[src/rtl/fadd_arbiter.sv]
// Round-robin arbiter that shares one combinational f32 adder among NREQ
// requesters. A transfer registers the winning operands onto the adder
// inputs; the adder result is carried down a fixed-latency pipeline with
// its requester id and returned as a one-cycle pulse exactly LAT cycles
// after acceptance. Grants are only issued while the controller is in RUN.
module fadd_arbiter #(
    parameter int NREQ = 4,
    parameter int LAT  = 2
) (
    input  logic                 clk,
    input  logic                 rst_n,
    input  logic                 en,
    input  logic [NREQ-1:0]      req_valid,
    input  logic [32*NREQ-1:0]   req_a,
    input  logic [32*NREQ-1:0]   req_b,
    output logic [NREQ-1:0]      req_ready,
    output logic [31:0]          add_a,
    output logic [31:0]          add_b,
    input  logic [31:0]          add_sum,
    output logic [NREQ-1:0]      rsp_valid,
    output logic [31:0]          rsp_sum,
    output logic                 busy
);

    localparam int PW = (NREQ > 1) ? $clog2(NREQ) : 1;
    localparam int CW = $clog2(LAT + 1);
    localparam int NS = LAT - 1;

    typedef enum logic [1:0] {
        IDLE  = 2'd0,
        RUN   = 2'd1,
        DRAIN = 2'd2
    } state_t;

    state_t          state;
    state_t          state_next;
    logic [PW-1:0]   ptr;
    logic [CW-1:0]   count;
    logic            tag_valid;
    logic [PW-1:0]   tag_id;
    logic            stg_valid [NS];
    logic [PW-1:0]   stg_id    [NS];
    logic [31:0]     stg_data  [NS];
    logic [31:0]     a_word    [NREQ];
    logic [31:0]     b_word    [NREQ];
    logic [PW:0]     cand;
    logic            grant_found;
    logic [PW-1:0]   grant_idx;
    logic            grant_ok;
    logic            transfer;
    logic            retire;
    logic [NREQ-1:0] rsp_onehot;

    // Unpack the flat operand buses into per-requester words.
    always_comb begin
        for (int i = 0; i < NREQ; i++) begin
            a_word[i] = req_a[32*i +: 32];
            b_word[i] = req_b[32*i +: 32];
        end
    end

    // Round-robin search: first valid requester at or above ptr, wrapping.
    always_comb begin
        grant_found = 1'b0;
        grant_idx   = '0;
        cand        = '0;
        for (int k = 0; k < NREQ; k++) begin
            cand = (PW+1)'(ptr) + (PW+1)'(k);
            if (cand >= (PW+1)'(NREQ)) begin
                cand = cand - (PW+1)'(NREQ);
            end
            if (!grant_found && req_valid[cand[PW-1:0]]) begin
                grant_found = 1'b1;
                grant_idx   = cand[PW-1:0];
            end
        end
    end

    // Grant is one-hot and only offered while running with enable high.
    always_comb begin
        grant_ok  = en && (state == RUN);
        req_ready = '0;
        if (grant_ok && grant_found) begin
            req_ready[grant_idx] = 1'b1;
        end
        transfer = |(req_valid & req_ready);
        retire   = stg_valid[NS-1];
    end

    // Controller state register.
    always_ff @(posedge clk or negedge rst_n) begin
        if (!rst_n) begin
            state <= IDLE;
        end else begin
            state <= state_next;
        end
    end

    // Controller transitions, driven by enable, pending requests and in-flight count.
    always_comb begin
        state_next = state;
        case (state)
            IDLE: begin
                if (en && (|req_valid)) begin
                    state_next = RUN;
                end
            end
            RUN: begin
                if (!en) begin
                    state_next = (count == '0) ? IDLE : DRAIN;
                end else if (!(|req_valid) && (count == '0)) begin
                    state_next = IDLE;
                end
            end
            DRAIN: begin
                if (en) begin
                    state_next = RUN;
                end else if (count == '0) begin
                    state_next = IDLE;
                end
            end
            default: state_next = IDLE;
        endcase
    end

    // Pointer moves past the winner on every transfer so each requester gets a turn.
    always_ff @(posedge clk or negedge rst_n) begin
        if (!rst_n) begin
            ptr <= '0;
        end else if (transfer) begin
            ptr <= (grant_idx == PW'(NREQ - 1)) ? '0 : grant_idx + 1'b1;
        end
    end

    // Adder operand registers and their tag; operands persist until the next transfer.
    always_ff @(posedge clk or negedge rst_n) begin
        if (!rst_n) begin
            add_a     <= '0;
            add_b     <= '0;
            tag_valid <= 1'b0;
            tag_id    <= '0;
        end else begin
            tag_valid <= transfer;
            if (transfer) begin
                add_a  <= a_word[grant_idx];
                add_b  <= b_word[grant_idx];
                tag_id <= grant_idx;
            end
        end
    end

    // Result pipeline: captures the adder output one cycle after acceptance and shifts it along.
    always_ff @(posedge clk or negedge rst_n) begin
        if (!rst_n) begin
            for (int s = 0; s < NS; s++) begin
                stg_valid[s] <= 1'b0;
                stg_id[s]    <= '0;
                stg_data[s]  <= '0;
            end
        end else begin
            stg_valid[0] <= tag_valid;
            stg_id[0]    <= tag_id;
            stg_data[0]  <= add_sum;
            for (int s = 1; s < NS; s++) begin
                stg_valid[s] <= stg_valid[s-1];
                stg_id[s]    <= stg_id[s-1];
                stg_data[s]  <= stg_data[s-1];
            end
        end
    end

    // Decode the id at the end of the pipeline into a per-requester pulse.
    always_comb begin
        rsp_onehot = '0;
        rsp_onehot[stg_id[NS-1]] = 1'b1;
    end

    // Response register; data is forced to zero whenever no pulse is issued.
    always_ff @(posedge clk or negedge rst_n) begin
        if (!rst_n) begin
            rsp_valid <= '0;
            rsp_sum   <= '0;
        end else begin
            rsp_valid <= retire ? rsp_onehot : '0;
            rsp_sum   <= retire ? stg_data[NS-1] : '0;
        end
    end

    // In-flight counter: up on transfer, down when a response is issued, both cancel.
    always_ff @(posedge clk or negedge rst_n) begin
        if (!rst_n) begin
            count <= '0;
        end else begin
            case ({transfer, retire})
                2'b10:   count <= count + CW'(1);
                2'b01:   count <= count - CW'(1);
                default: count <= count;
            endcase
        end
    end

    assign busy = (count != '0);

endmodule
[config.mk]
export PLATFORM = sky130hd
export DESIGN_NAME = fadd_arbiter
export DESIGN_NICKNAME = d
export VERILOG_FILES = /design/src/rtl/fadd_arbiter.sv
export SDC_FILE = /design/constraint.sdc
export NUM_CORES = 1
export LEC_CHECK = 0
export CAP_MARGIN = 20
export CORE_AREA = 2 2 156 158
export CTS_CLUSTER_DIAMETER = 40
export CTS_CLUSTER_SIZE = 14
export DETAILED_ROUTE_END_ITERATION = 8
export DIE_AREA = 0 0 158 160
export PLACE_DENSITY_LB_ADDON = 0.15
export SETUP_SLACK_MARGIN = 0.02
export SYNTH_ARGS = -nofsm -noshare
export SYNTH_HDL_FRONTEND = slang
export SYNTH_SLANG_ARGS = --single-unit
[constraint.sdc]
create_clock -name clk -period 5.4 [get_ports clk]
set_input_delay 1.62 -clock clk [delete_from_list [all_inputs] [get_ports clk]]
set_output_delay 1.62 -clock clk [all_outputs]
set_load 0.1 [all_outputs]
Yosys cells after proc, flatten, opt, wreduce, memory -nomap -nowiden

Cells that the tools add are included.

Logic and storage cells: 107
Bits of input ports: 295
Bits in registers: 144
Output and inout bits: 105

Add/sub/neg operators: 10
Bitwise operators: 2
$lt $le $gt $ge: 13
Equal/unequal tests: 8
Multiplexer cells: 42
Reductions and logical operators: 20

Operators with widths:

| cell                                                | count |
|---|---|
| two-way mux 32 bit                                  | 5 |
| binary-select mux 32 bit (select 2 bit)             | 2 |
| two-way mux 2 bit                                   | 15 |
| < comparator 2 x 3 -> 1 bit, second input constant  | 6 |
| >= comparator 3 bit, second input constant          | 4 |
| two-way mux 1 bit                                   | 10 |
| subtractor 2 x 1 -> 2 bit, second input constant    | 5 |
| logical AND 1 bit                                   | 9 |
| binary-select mux 1 bit (select 2 bit)              | 4 |
| two-way mux 4 bit                                   | 2 |
| OR reduction 4 bit                                  | 2 |
| adder 2 x 2 -> 3 bit, second input constant         | 2 |
| == test 2 bit, second input constant                | 3 |
| one-hot mux 2 bit (3 select lines)                  | 1 |
| adder 2 x 1 -> 2 bit, second input constant         | 2 |
| bitwise AND 4 bit                                   | 1 |
| demux 1 bit (select 2 bit)                          | 2 |
| == test 2 x 1 -> 1 bit, second input constant       | 2 |
| >= comparator 2 x 1 -> 1 bit, second input constant | 2 |
| logical NOT 1 bit                                   | 4 |
| logical NOT 2 bit                                   | 2 |
| one-hot mux 2 bit (2 select lines)                  | 1 |
| nonzero test 2 bit                                  | 2 |
| adder 2 x 1 -> 3 bit, second input constant         | 1 |
| 6 further kinds                                     | 6 |

Logic depth before layout (Yosys ltp)

Gate-level depths: netlist of the first run.

Word-level depth: 23
Depth in mapped cells: 17
Gate-level depth less buffers: 12

Worst setup path after synthesis of the first run

Ideal clock, no wire load.

Kind: input-to-output
From: input req_valid[0]
To: output req_ready[0]
Slack: 166 ps
Required time: 3780 ps
Path buffers: 1
Stages: 6
Data arrival time: 3614 ps
Cells stage by stage: a21oi_1 o21a_1 o22ai_1 inv_2 clkbuf_1 nor2_1

Cells in the longest elaborated chain, start to end: 17
Elaborated cells between the ends (all ways): 29
Classes of those cells: order compare (2); mux (19); reduce/logical (8)

Ends and longest elaborated chain:

| what                                                                                                     | RTL line | source |
|---|---|---|
| start: declaration                                                                                       | 13       | `input logic [NREQ-1:0] req_valid,` |
| binary-select mux 1 bit (select 2 bit)                                                                   | 72       | `if (!grant_found && req_valid[cand[PW-1:0]]) begin` |
| two-way mux 1 bit (implied by the code)                                                                  | 72       |  |
| two-way mux 1 bit                                                                                        | 72       |  |
| logical NOT 1 bit                                                                                        | 72       |  |
| logical AND 1 bit                                                                                        | 72       |  |
| two-way mux 1 bit                                                                                        | 72       |  |
| logical NOT 1 bit                                                                                        | 72       |  |
| logical AND 1 bit                                                                                        | 72       |  |
| two-way mux 1 bit                                                                                        | 72       |  |
| logical NOT 1 bit                                                                                        | 72       |  |
| logical AND 1 bit                                                                                        | 72       |  |
| two-way mux 2 bit                                                                                        | 72       |  |
| < comparator 2 x 3 -> 1 bit (implied by the code) / >= comparator 2 x 1 -> 1 bit (equally long branches) | 84       | `req_ready[grant_idx] = 1'b1;` |
| logical AND 1 bit (implied by the code)                                                                  | 84       |  |
| two-way mux 1 bit (implied by the code)                                                                  | 84       |  |
| demux 1 bit (select 2 bit)                                                                               | 84       |  |
| two-way mux 4 bit *                                                                                      | 83       | `if (grant_ok && grant_found) begin` |
| end: declaration                                                                                         | 16       | `output logic [NREQ-1:0] req_ready,` |

Every way passes the cells marked *; elsewhere a longest branch is shown, timed or not. The select of a mux whose other input is x is not followed.

Worst setup path in the final report of the first run

From: input req_valid[3]
To: output req_ready[0]

Same word-level chain as after synthesis.

==> results.md, run 1 <==
* GRT overflow at 0
* EDFF count, synth at 0
* Setup TNS Final at 0 ns
* Worst EP required at 3.78 ns
* Core Util, Final at between 50 and 60%
* Clock Skew at a little under 0.009 ns
* Leak at 5.14 nW
* Die Area at roughly 25,000 um^2
* Seq pwr share at around 22%
* Final #Nets at about 1,300
* Syn Std Cell Area at around 7300 um^2
* Most frequent cells after synthesis: 144 x dfrtp_1, 129 x and3_1, 128 x a211oi_1, 65 x nand3_1, 64 x clkbuf_1
* Clk root buf: clkbuf_16
* PD cells at 583 nW/um^2
* Cell type with the largest total area after synthesis: dfrtp_1
* Share of cells above drive strength 1 at 9.60%
* Metal3 WL at approximately 2500 um
* DR top layer: met4
* Worst slew margin at 26.8%
* Synth area leaders: dfrtp_1 49%, a211oi_1 13%, and3_1 11%, o31ai_2 6.9%, nand3_1 4.5%
* Worst hold path startpoint: tag_valid$_DFF_PN0_
* CP endpoint kind: output port
* DRC at 0
* Multiplexer share of the synthesized area at less than 1%
* Crit path launch type: input port
* Max-Cap Viols at 0
* Fillers at ~2,300
* Die width at around 160 um
* Overall Power at about 0.007 W
* Synth Flop Type: dfrtp_1
* Post-route antenna net violation count at 0
* Setup Viol. Count Final at 0
* Yosys Warn Count at 0
* Syn_nets at between 900 and 1,000
* H-tree levels at 4
* Fraction of synthesis flops using an asynchronous set or reset pin at 100%
* # Post-CTS Setup Buffers at 0
* Final Hold Viols at 0
* Routability Congestion at 0.819
* Vias per cell at between 5 and 6
* Final WL at around 29,000 um
* Most frequent cell after synthesis: dfrtp_1
* DPL Wire Length at 20,600 um
* Main combinational cell family by area after synthesis: compound AO/OA/AOI/OAI gates
* Fmax at roughly 200 MHz
* Hold crit path type: flip-flop to flip-flop
* R2R setup slack at 2.38 ns
* Starting density of the core at around 31%
* Synth cell types at 36
* CTS Buf Count at 17
* CP max FO at 8
* First-pass GRT wire length at roughly 43,000 um
* RSZ-0062 raised after global routing: false
* Crit path DAT at about 3.4 ns
* Top Ports at 400
* # resized after CTS at 0
* Fin. max-slew vios at 0
* Clock power frac at 16.0%
* Vias in the first global route at around 7,000
* Yosys reg bits at roughly 140
* Psw at about 0.0039 W
* Post-Syn Instances at 700
* # port buffers at around 400
* Drt first pass iters at 4
* Int Pwr at 0.00318 W
* Vias at 7,011
* Fin crit share at between 90 and 100%
* Reg2reg path depth at 11
* Min Hold Slack at ~0.35 ns
* TritonCTS clock tree: yes
* ANT cells at 0
* Clock Latency Late Sink at approximately 0.42 ns
* Synth top area share at between 40% and 50%
* Post-CTS Hold Buffers at 0
* Clock tree buffer depth at 2
* Synth Area in Compound Gates at roughly a quarter
* Met1 Wirelength at approximately 12,000 um
* Clock-pin slew on the worst setup and hold paths at 0.07 ns
* Worst VDD drop at approximately 0.35 mV
* Mean Syn Cell Area at roughly 10 um^2
* Register area share after synthesis at between 40% and 50%
* R2r endpoint: ptr[1]$_DFFE_PN0P_
* Core area at between 20,000 and 25,000 um^2
* Kind of critical path: input port to output port
* Syn-to-layout area delta at 65.8%
* Initial antenna violation count at 1
* Sw frac at between 50% and 60%
* Tmin final at roughly 5 ns
* Worst slew pin tran at about 1.1 ns
* Adder-Cell Fraction of Synth Area at 0.344%
* Proportion of power drawn by combinational gates at between 60% and 70%
* WL per Instance at around 21 um
* Num Clock Sinks at 144
* CP Launch Point: req_valid[3]
* Met2 wire length at 14,400 um
* Post-synthesis xor/xnor area fraction at less than 1%
* Synth Area in Simple Gates at 20.1%
* Status: completed
* FF-to-FF Start: ptr[1]$_DFFE_PN0P_
* Crit path to: req_ready[0]
* Largest net degree at the start of global routing at between 90 and 100
* Global Route Usage Sum at about 23%
* Die H at ~160 um
* Number of DRC markers in iteration 0 at 321
* Cell row count at 57
-- state kept, by name, indices dropped and copies added (netlist names) --
register,flops
retire,1
stg_id,2
tag_valid,1
add_a,32
tag_id,2
add_b,32
rsp_valid,4
ptr,2
rsp_sum,32
state,2
count,2
stg_data,32
-- placed cells by master, fill, tap and decap left out, types with 4 or more instances in the layout --
master | netlist | final
clkdlybuf4s50_1 | 0 | 394
dfrtp_1 | 144 | 144
and3_1 | 129 | 129
a211oi_1 | 128 | 128
nand3_1 | 65 | 65
o31ai_2 | 40 | 40
and2_1 | 35 | 34
o31ai_1 | 25 | 24
clkbuf_16 | 0 | 17
buf_4 | 0 | 15
nor2_1 | 7 | 7
inv_6 | 0 | 7
a21oi_1 | 4 | 4
nand2_1 | 5 | 4
o21ai_0 | 4 | 4
clkinvlp_4 | 0 | 4
buf_12 | 0 | 4
-- metrics by stage --
step / instance area, um^2 / setup slack, ns / instances
CTS: 12100 / 0.344 / 1387
global route: 12100 / 0.180 / 1387
finish: 12100 / 0.351 / 1387
global placement: 11500 / 0.362 / 1355
floorplan: 7280 / 0.166 / 700
detailed placement: 11500 / 0.343 / 1355
-- worst min-delay path by stage --
| stage | end | slack, ns | depth (start not counted) |
|---|---|---|---|
| detailed placement | retire$_DFF_PN0_ | 0.33 | 0 |
| finish | retire$_DFF_PN0_ | 0.35 | 0 |
| global placement | retire$_DFF_PN0_ | 0.33 | 0 |
| global route | retire$_DFF_PN0_ | 0.37 | 0 |
| CTS | retire$_DFF_PN0_ | 0.35 | 0 |
| floorplan | retire$_DFF_PN0_ | 0.33 | 0 |
-- metal layers --
metal,GRT usage (%),up-vias
met5,0,-
li1,-,3347
met1,26.3,3374
met4,5.61,0
met3,7.84,21
met2,39.3,269
-- worst max-delay path, stage by stage --
cell and delay, ns:
clkdlybuf4s50_1 0.58, nand2b_1 0.23, a21oi_1 0.28, o21ai_0 0.22, nor2_1 0.27, buf_12 0.22
-- cells by family (layout without fill, tap and decap cells) --
| family | count (synthesis) | in the layout |
|---|---|---|
| muxes | 2 | 2 |
| and+or+nand+nor | 251 | 251 |
| xor gates and xnor gates | 3 | 3 |
| buffers and inverters | 88 | 451 |
| adders and majority gates | 2 | 2 |
| AOI/OAI and AO/OA | 210 | 210 |
| DFF | 144 | 144 |
-- area by class of cell --
class | instances | area (um^2) | share of cell area [%]
multi-input cells | 468 | 3350 | 27.7
well taps | 324 | 405 | 3.36
flip-flops and latches | 144 | 3600 | 29.9
clock buffers | 18 | 429 | 3.56
clock inverters | 14 | 119 | 0.985
repair buffers | 414 | 4150 | 34.4
inverters | 5 | 18.8 | 0.156
-- power by group through the flow --
stage	clock network, W	registers [W]	logic (W)
after floorplan	0	0.00343	0.00129
after global placement	0	0.00158	0.00435
after detailed placement	0	0.00159	0.00436
after CTS	0.00116	0.00158	0.00436
after global routing	0.00120	0.00162	0.00453
final	0.00113	0.00157	0.00433
Power figures use the tool's default switching activity.
==> run 2: changes to the inputs <==
--- a/config.mk
+++ b/config.mk
@@ -11,6 +11,7 @@
 export CTS_CLUSTER_SIZE = 14
 export DETAILED_ROUTE_END_ITERATION = 8
 export DIE_AREA = 0 0 158 160
+export GPL_TIMING_DRIVEN = 0
 export PLACE_DENSITY_LB_ADDON = 0.15
 export SETUP_SLACK_MARGIN = 0.02
 export SYNTH_ARGS = -nofsm -noshare
==> results.md, run 2 (synthesis gave the netlist of run 1 again) <==
* Setup Viol. Count Final at 0
* Design area at roughly 12,000 um^2
* Post-route antenna net violation count at 0
* Worst EP required at ~3.8 ns
* Clock Skew at approximately 0.013 ns
* Setup TNS Final at 0 ns
* Leak at 5.21 nW
* GRT overflow at 0
* Die H at approximately 160 um
* Final Hold Viols at 0
* CTS Buf Count at 17
* Largest net degree at the start of global routing at 92
* Met2 wire length at 14,600 um
* Min Hold Slack at roughly 0.36 ns
* Crit path DAT at 3.67 ns
* Vias in the first global route at roughly 7,600
* Placed Cells at around 1,400
* Syn-to-layout area delta at 68.5%
* Worst slew pin tran at roughly 1.1 ns
* H-tree levels at 4
* Reg2reg path depth at 16
* RSZ-0062 raised after global routing: false
* Worst hold path startpoint: tag_valid$_DFF_PN0_
* # port buffers at between 300 and 400
* Global Route Usage Sum at around a quarter
* Clock Latency Late Sink at between 0.4 and 0.5 ns
* Slowest stage delay, CP at between 0.5 and 0.6 ns
* Worst slew margin at between 20% and 30%
* R2r endpoint: count[1]$_DFFE_PN0P_
* WL per Instance at 21.2 um
* Share of cells above drive strength 1 at ~8.7%
* Cell row count at 57
* Fmax at 189 MHz
* Worst VDD drop at between 0.2 and 0.25 mV
* First-pass GRT wire length at 46,000 um
* Non-filler cells, final at between 1,000 and 1,500
* Kind of critical path: input port to output port
* Crit path launch type: input port
* Clk root buf: clkbuf_16
* CP max stage cell: clkdlybuf4s50_1
* Starting density of the core at 30.6%
* Num Clock Sinks at between 100 and 150
* Fin crit share at 98.0%
* Die Area at around 25,000 um^2
* Hold Crit Endpoint: retire$_DFF_PN0_
* Vias per cell at slightly above 5
* Worst-path cell chain: clkdlybuf4s50_1, mux2i_1, o22a_1, nand2_1, buf_6, buf_6, inv_1, ha_1, and2_1, buf_6
* DRC at 0
* DR top layer: met4
* Tmin final at roughly 5.3 ns
* Number of DRC markers in iteration 0 at 337
* Drt first pass iters at 4
* Most frequent cells in the layout: 393 x clkdlybuf4s50_1, 144 x dfrtp_1, 129 x and3_1, 128 x a211oi_1, 65 x nand3_1
* Met1 Wirelength at 12,500 um
* R2R setup slack at 2.00 ns
* Hold crit path type: flip-flop to flip-flop
* Core area at between 20,000 and 25,000 um^2
* FF-to-FF Start: ptr[1]$_DFFE_PN0P_
* TritonCTS clock tree: yes
* Routability Congestion at slightly below 0.9
* Clock-pin slew on the worst setup and hold paths at around 0.070 ns
* CP max FO at 10
* Max-Cap Viols at 0
* Die width at about 160 um
* DPL Wire Length at around 24,000 um
* Commonest non-fill, non-tap cell in the layout: clkdlybuf4s50_1
* Post-CTS Hold Buffers at 0
* Cell family with most CP delay: buffers and inverters
* Top Ports at 400
* Status: completed
* CP bufs+invs at 5
* Most common cell on crit path: buf_6
* Final WL at ~31,000 um
* Placed inst area at 11,700 um^2
* Initial antenna violation count at 6
* Final #Nets at 1,413
* Clock tree buffer depth at 2
* PD cells at just under 600 nW/um^2
* CP endpoint kind: output port
* Vias at 7,366
* Fin. max-slew vios at 0
* Worst Hold Depth at 0
* Metal3 WL at around 2700 um
-- run 2: power breakdown --
| part | total, W | leakage, nW | internal, W | switching (W) |
|---|---|---|---|---|
| Sequential | 0.00156 | 1.81 | 0.00139 | 0.000170 |
| Combinational | 0.00445 | 3.15 | 0.00123 | 0.00322 |
| Clock | 0.00113 | 0.251 | 0.000601 | 0.000530 |
-- run 2: per-stage QoR --
stage / setup WS (ns) / power (W) / util (%)
2_1_floorplan: 0.166 / 0.00472 / -
3_3_place_gp: -3.35 / 0.00600 / 49.0
3_5_place_dp: -1.19 / 0.00603 / 49.2
4_1_cts: 0.0509 / 0.00718 / 51.5
5_1_grt: 0.0225 / 0.00748 / 51.5
6_report: 0.107 / 0.00714 / 51.5
-- run 2: worst register-to-register path, delay by kind of cell (launching register included) --
family,cells,cell delay [ns]
multiplexers,1,0.13
buffers and inverters,6,0.96
AO/OA/AOI/OAI,2,0.57
XOR/XNOR,1,0.17
AND/OR/NAND/NOR,4,0.60
adder cells (fa/ha/maj),2,0.50
flip-flops,1,0.38
-- run 2: area by class of cell --
cell class	count	area, um^2
Fill cell	2295	11500
Timing Repair Buffer	400	4010
Sequential cell	144	3600
Multi-Input combinational cell	468	3300
Clock buffer	17	425
Tap cell	324	405
Buffer	80	373
Clock inverter	14	123
Inverter	5	18.8
Antenna cell	6	15.0
-- run 2: per-layer routing --
metal  vias up  track usage, %
met1      3516            29.7
met2       309            39.6
met4         0            9.95
met3        56            7.71
met5         -               0
li1       3485               -
-- run 2: worst max path at each step --
stage	from	end	slack, ns	cells after the start
after floorplan	req_valid[0]	req_ready[0]	0.17	6
after global placement	rst_n	add_b[10]$_DFFE_PN0P_	-3.35	1
after detailed placement	req_valid[0]	req_ready[3]	-1.19	10
after CTS	req_valid[2]	req_ready[3]	0.05	10
after global routing	req_valid[2]	req_ready[3]	0.02	10
final	req_valid[2]	req_ready[3]	0.11	10
-- run 2: repair_timing --
item                                   CTS  global route
cloned                                   0             0
pin swaps                                0             0
resized for setup                       28             6
endpoints found under the hold margin    0             0
setup endpoints to repair                4             4
buffers inserted                         0             0
